## src/rtl/osc_freq_meter_pkg.sv

```systemverilog
// ============================================================================
// Module      : osc_freq_meter_pkg
// Description : Shared types and default widths for the oscillator meter.
// Revision    : 1.0 - initial release
// ============================================================================
`default_nettype none

package osc_freq_meter_pkg;

    typedef enum logic [1:0] {
        IDLE    = 2'd0,
        MEASURE = 2'd1,
        DONE    = 2'd2
    } meter_state_t;

    localparam int GATE_W_DEF = 16;
    localparam int CNT_W_DEF  = 16;

endpackage

`default_nettype wire

```

## src/rtl/osc_edge_sync.sv

```systemverilog
// ============================================================================
// Module      : osc_edge_sync
// Description : Synchronizer chain plus rising-edge detector for an async input.
// Revision    : 1.0 - initial release
// ============================================================================
`default_nettype none

module osc_edge_sync #(
    parameter int SYNC_STAGES = 2
) (
    input  logic clock,
    input  logic Reset,
    input  logic async_in,
    output logic edge_out
);

    logic [SYNC_STAGES-1:0] sync_q;
    logic                   prev_q;

    always_ff @(posedge clock or negedge Reset) begin
        if (!Reset) begin
            sync_q <= '0;
            prev_q <= 1'b0;
        end else begin
            sync_q <= {sync_q[SYNC_STAGES-2:0], async_in};
            prev_q <= sync_q[SYNC_STAGES-1];
        end
    end

    // prev_q tracks the synchronized level even while idle, so a level that
    // is already high when a window opens never looks like a fresh edge.
    assign edge_out = sync_q[SYNC_STAGES-1] & ~prev_q;

endmodule

`default_nettype wire

```

## src/rtl/osc_freq_meter.sv

```systemverilog
// ============================================================================
// Module      : osc_freq_meter
// Description : Counts oscillator rising edges over a programmable gate window.
// Revision    : 1.0 - initial release
// ============================================================================
`default_nettype none

module osc_freq_meter
    import osc_freq_meter_pkg::*;
#(
    parameter int GATE_W      = GATE_W_DEF,
    parameter int CNT_W       = CNT_W_DEF,
    parameter int SYNC_STAGES = 2
) (
    input  logic              clock,
    input  logic              Reset,
    input  logic              osc_in,
    input  logic              start,
    input  logic [GATE_W-1:0] gate_len,
    output logic              busy,
    output logic              done,
    output logic [CNT_W-1:0]  count,
    output logic              overflow
);

    localparam logic [CNT_W-1:0] CNT_MAX = '1;

    meter_state_t      state_q, state_d;
    logic [GATE_W-1:0] win_rem_q, win_rem_d;
    logic [CNT_W-1:0]  count_q, count_d;
    logic              ovf_q, ovf_d;
    logic              osc_edge;

    osc_edge_sync #(
        .SYNC_STAGES (SYNC_STAGES)
    ) u_edge_sync (
        .clock    (clock),
        .Reset    (Reset),
        .async_in (osc_in),
        .edge_out (osc_edge)
    );

    always_ff @(posedge clock or negedge Reset) begin
        if (!Reset) begin
            state_q   <= IDLE;
            win_rem_q <= '0;
            count_q   <= '0;
            ovf_q     <= 1'b0;
        end else begin
            state_q   <= state_d;
            win_rem_q <= win_rem_d;
            count_q   <= count_d;
            ovf_q     <= ovf_d;
        end
    end

    always_comb begin
        state_d   = state_q;
        win_rem_d = win_rem_q;
        count_d   = count_q;
        ovf_d     = ovf_q;
        case (state_q)
            IDLE: begin
                if (start) begin
                    count_d = '0;
                    ovf_d   = 1'b0;
                    if (gate_len != '0) begin
                        state_d   = MEASURE;
                        win_rem_d = gate_len;
                    end else begin
                        state_d = DONE;
                    end
                end
            end
            MEASURE: begin
                win_rem_d = win_rem_q - GATE_W'(1);
                // Saturate rather than wrap so a too-long window stays visible.
                if (osc_edge) begin
                    if (count_q != CNT_MAX) begin
                        count_d = count_q + CNT_W'(1);
                    end else begin
                        ovf_d = 1'b1;
                    end
                end
                if (win_rem_q == GATE_W'(1)) begin
                    state_d = DONE;
                end
            end
            DONE: begin
                state_d = IDLE;
            end
            default: begin
                state_d = IDLE;
            end
        endcase
    end

    always_comb begin
        busy = (state_q == MEASURE);
        done = (state_q == DONE);
    end

    assign count    = count_q;
    assign overflow = ovf_q;

endmodule

`default_nettype wire

```

## config.mk

```make
export PLATFORM = sky130hd
export DESIGN_NAME = osc_freq_meter
export DESIGN_NICKNAME = d
export VERILOG_FILES = /design/src/rtl/osc_freq_meter_pkg.sv /design/src/rtl/osc_edge_sync.sv /design/src/rtl/osc_freq_meter.sv
export SDC_FILE = /design/constraint.sdc
export NUM_CORES = 1
export LEC_CHECK = 0
export CAP_MARGIN = 15
export CORE_UTILIZATION = 53
export DETAILED_ROUTE_END_ITERATION = 6
export GPL_ROUTABILITY_DRIVEN = 1
export PLACE_DENSITY_LB_ADDON = 0.2
export SLEW_MARGIN = 20
export SYNTH_ARGS = -nofsm -noshare
export SYNTH_HDL_FRONTEND = slang
export SYNTH_HIERARCHICAL = 1
export SYNTH_SLANG_ARGS = --single-unit
```

## constraint.sdc

```tcl
create_clock -name clock -period 2.7 [get_ports clock]
set_input_delay 0.54 -clock clock [delete_from_list [all_inputs] [get_ports clock]]
set_output_delay 0.54 -clock clock [all_outputs]
set_load 0.02 [all_outputs]
```

Word level (Yosys, flattened, before mapping) --
Index checks and enable logic that the tools add are counted. W data, S select, Z words.
Operators by class: add/sub/neg operators 2, equality and inequality tests 10, multiplexer cells 15, bitwise gates (word level) 2, reduce and logical (&&, ||, !) cells 7
Operators by type and width (count):
- $mux W16 | 5
- $pmux W16 S2 | 2
- $add A16 B1 Y16 const B | 1
- $eq A16 B1 Y1 const B | 1
- $ne A16 B16 Y1 const B | 1
- $reduce_bool A16 Y1 | 1
- $sub A16 B1 Y16 const B | 1
- $reduce_and A4 Y1 | 2
- $mux W2 | 3
- $ne A2 B1 Y1 const B | 3
- $ne A2 B2 Y1 const B | 3
- $pmux W2 S2 | 1
- $mux W1 | 3
- $reduce_and A3 Y1 | 1
- $eq A2 B1 Y1 const B | 1
- $eq A2 B2 Y1 const B | 1
- $logic_not A2 Y1 | 1
- $pmux W1 S2 | 1
- $reduce_and A2 Y1 | 1
- $reduce_bool A2 Y1 | 1
- $and A1 B1 Y1 | 1
- $not A1 Y1 | 1
Word-level totals: flip-flop bits (word level) 38, input port bits 20

Logic depth before layout (Yosys ltp) --
depth after elaboration 4, gate-level depth with buffers 7

Modules after synthesis --
The synthesis kept the hierarchy.
By module, submodules not included:
- osc_freq_meter | instances 1, cells each 236, area each 2202.1 µm²
- osc_edge_sync | instances 1, cells each 4, area each 88.8 µm²

Worst setup path after synthesis --
OpenSTA, ideal clock, no wires.
kind input to register, start point input port gate_len[11], end point register win_rem_q[14], library setup time 120 ps, arrival 2016 ps, data required time 2580 ps, slack 564 ps, cell stages on the path 4, path buffers 0, cells stage by stage or4_4 o41a_1 a32o_1 a31o_2
On the way: longest elaborated chain between the ends 3
Ends and longest elaborated chain:
- start, declared | RTL line osc_freq_meter.sv:19 | input logic [GATE_W-1:0] gate_len,
- $reduce_bool A16 Y1 | RTL line osc_freq_meter.sv:67 | if (gate_len != '0) begin
- $ne A2 B2 Y1 (no line)
- $reduce_and A3 Y1 (no line)
- end signal, assigned | RTL line osc_freq_meter.sv:51 | win_rem_q <= win_rem_d;
- end, declared | RTL line osc_freq_meter.sv:29 | logic [GATE_W-1:0] win_rem_q, win_rem_d;
No other way between the ends. A chain may end at the register's enable or synchronous reset.

Worst setup path after layout --
start point input port gate_len[3], end point register win_rem_q[3]
On the way: longest elaborated chain between the ends 3, elaborated cells on any way between the ends 6, those cells by class 1 x eq/ne; 3 x mux; 2 x reduce/logical
Ends and longest elaborated chain (RTL line):
- $reduce_bool A16 Y1 or $mux W16 (tied branches) | osc_freq_meter.sv:67
- $ne A2 B2 Y1 (no line) or $mux W16 (tied branches)
- $reduce_and A3 Y1 (no line) or $pmux W16 S2 (tied branches)
Several ways; a longest one is shown, not always the timed one. The select of a mux whose other input is x is not followed.

==> impl_metrics.json <==
{
  "status": "finished clean",
  "synthFlopType": "dfrtp_1",
  "crit_path_start_kind": "input pin",
  "whs_ns": 0.351,
  "grt_max_degree": 39,
  "p_seq_share_pct": 40.7,
  "fillers": 342,
  "syn_area_mm2": 0.00229,
  "fp.dieW_um": 67.7,
  "syn_area_per_cell_um2": 9.55,
  "slew_viol_final": 0,
  "cts_resized": 0,
  "grt_usage_pct": 27.0,
  "cts_buffer_depth": 2,
  "die_area_mm2": 0.00459,
  "grt_pass1_wl_um": 9160,
  "hold_class": "input pin to asynchronous set/reset pin",
  "maxCapViolations": 0,
  "cp-endpoint": "win_rem_q[3]",
  "r2r_end": "state_q[0]",
  "fp.dieH_um": 67.7,
  "io_pins": 39,
  "net-switching-power_uw": 861,
  "first_global_vias": 1891,
  "wl_per_cell_um": 17.0,
  "tritoncts": "built",
  "syn_nets": 263,
  "tightest_slew_ns": 0.834,
  "fin_skew_ns": 0.00670,
  "end_kind": "flop",
  "hpwl_um": 3970,
  "gp_congestion": 0.911,
  "drc_errors": 0,
  "synth-seq-cells": 38,
  "wirelength_um": 5620,
  "powerDensity_mw_per_mm2": 794,
  "clk_pin_slew_ns": 0.07,
  "period_share_pct": 89.2,
  "final_common_cell": "dfrtp_1",
  "dp_cells": 324,
  "post_cts_buffers": 0,
  "cts.sinks": 38,
  "required_ns": 2.92,
  "post-route-min-period_ns": 2.41,
  "reg2reg_depth": 4,
  "synth.distinct_cells": 54,
  "antenna_found_initial": 0,
  "dr.first_iter.drc_count": 166,
  "combinationalPowerShare_pct": 37.7,
  "slew_headroom_pct": 44.4,
  "peakVddDrop_v": 0.000515,
  "cts_root_buffer": "clkbuf_8",
  "crit_fanout": 8,
  "fmax_mhz": 415,
  "final_cell_mix": "dfrtp_1 (38), clkdlybuf4s50_1 (37), nand2_1 (21), nor3_1 (18), nor2_1 (12)",
  "syn_inst": 240,
  "port_buffers": 38,
  "fin_cells": 331,
  "r2r-start": "win_rem_q[6]",
  "synth_area_leaders": "dfrtp_1 (42%), mux2i_1 (4.8%), nor3_1 (3.9%), a211oi_1 (3.6%), nand2_1 (3.4%)",
  "numCtsBuffers": 5,
  "synth_edf_count": 0,
  "initial_core_util_pct": 56.1,
  "tns_ns": 0,
  "antenna_cells": 0,
  "place_ws_ns": 0.0263,
  "cp_data_arrival_time_ns": 2.63,
  "p_int_uw": 1390,
  "globalRouteOverflowTotal": 0,
  "fin_nets": 304,
  "setup_ws_ns": 0.291,
  "rows": 23,
  "total_leakage_power_uw": 0.00109,
  "critPathKind": "input pin to flop",
  "seq_area_frac_synth_pct": 41.5,
  "finalHoldViolCount": 0,
  "core_mm2": 0.00409,
  "layout-drive-gt1-share_pct": 11.4,
  "ant_nets": 0,
  "syn2layout_area_growth_pct": 24.0,
  "dr.pass1.iters": 4,
  "vias_per_cell": 6.28,
  "netlist.area_leader.share_pct": 41.5,
  "rsz0062_at_grt": "no",
  "yosys_warnings": 6,
  "clockPowerShare_pct": 21.6,
  "setup_viol": 0,
  "startpoint": "gate_len[3]",
  "synth_top_area_cell": "dfrtp_1",
  "cts_hold_buf": 0,
  "htree_levels": 2,
  "async_flop_share_pct": 100,
  "clk-insertion-delay-late_ns": 0.29,
  "vias": 2078,
  "rrSetupSlack_ns": 0.52,
  "swShare_pct": 38.2
}
area by class of cell:
class / count / area [µm²] / share of cell area [%]
Multi-Input combinational cell: 181 / 1240 / 43.7
Sequential cell: 38 / 951 / 33.5
Timing Repair Buffer: 47 / 443 / 15.6
Clock buffer: 6 / 82.6 / 2.91
Tap cell: 50 / 62.6 / 2.20
Clock inverter: 1 / 30.0 / 1.06
Inverter: 8 / 30.0 / 1.06
worst max-delay path, cell delays in order:
cell	delay [ns]
clkdlybuf4s50_1	0.43
or4_1	0.59
o41a_1	0.49
buf_4	0.21
a32oi_1	0.20
o31a_1	0.16
registers in the layout (all words and copies together), names as in the netlist:
| signal | count |
|---|---|
| overflow | 1 |
| count | 16 |
| u_edge_sync/sync_q | 2 |
| state_q | 2 |
| win_rem_q | 16 |
| u_edge_sync/prev_q | 1 |
cells in the mapped netlist (3+ instances only):
master / n
inv_1: 8
or3_1: 7
or4_1: 3
ha_1: 3
o21ai_0: 3
nand4_1: 4
mux2i_1: 11
nand3_1: 10
nor2_1: 12
clkbuf_1: 9
nor3_1: 18
a211oi_1: 11
a31oi_1: 3
a21oi_1: 7
o2111ai_1: 3
o211ai_1: 4
or4_4: 3
nand2b_1: 7
nor4_1: 6
nand2_1: 21
a32o_1: 3
dfrtp_1: 38
o31ai_1: 4
through the flow:
step	util, %	total power, µW	area [µm²]
after floorplan	-	1480	2290
after global placement	66.7	1730	2730
after detailed placement	66.7	1750	2730
after CTS	69.5	2250	2840
after global routing	69.5	2390	2840
final	69.5	2250	2840
power by group through the flow:
stage               Sequential, µW  Clock (µW)  Combinational, µW
global route                   936         521                933
global placement               905           0                820
finish                         917         488                849
detailed placement             911           0                842
floorplan                      854           0                627
CTS                            908         497                847
cells by family after synthesis:
group	after synthesis	synth area share, %
AND/OR/NAND/NOR	111	28.5
AO/OA/AOI/OAI	54	18.4
flip-flops	38	41.5
buffers and inverters	21	4.31
multiplexers	12	5.30
adder cells (fa/ha/maj)	3	1.64
XOR/XNOR	1	0.382
routing by layer:
metal	track usage [%]	vias to the layer above	wire length, µm	share of wire [%]
li1	-	1006	-	-
met1	39.6	984	2660	47
met5	0	-	0	0
met4	6.65	0	25	0.44
met2	39.9	84	2490	44
met3	5.74	4	445	7.9
worst min path at each step:
stage                          startpoint               endpoint  slack, ns  cells after the start
CTS                 u_edge_sync/sync_q[0]  u_edge_sync/sync_q[1]       0.36                      0
finish                              Reset          win_rem_q[10]       0.35                      1
floorplan                           Reset               count[0]       0.24                      0
detailed placement  u_edge_sync/sync_q[0]  u_edge_sync/sync_q[1]       0.34                      0
global placement    u_edge_sync/sync_q[0]  u_edge_sync/sync_q[1]       0.33                      0
global route        u_edge_sync/sync_q[0]  u_edge_sync/sync_q[1]       0.36                      0
(Power assumes the default switching activity.)
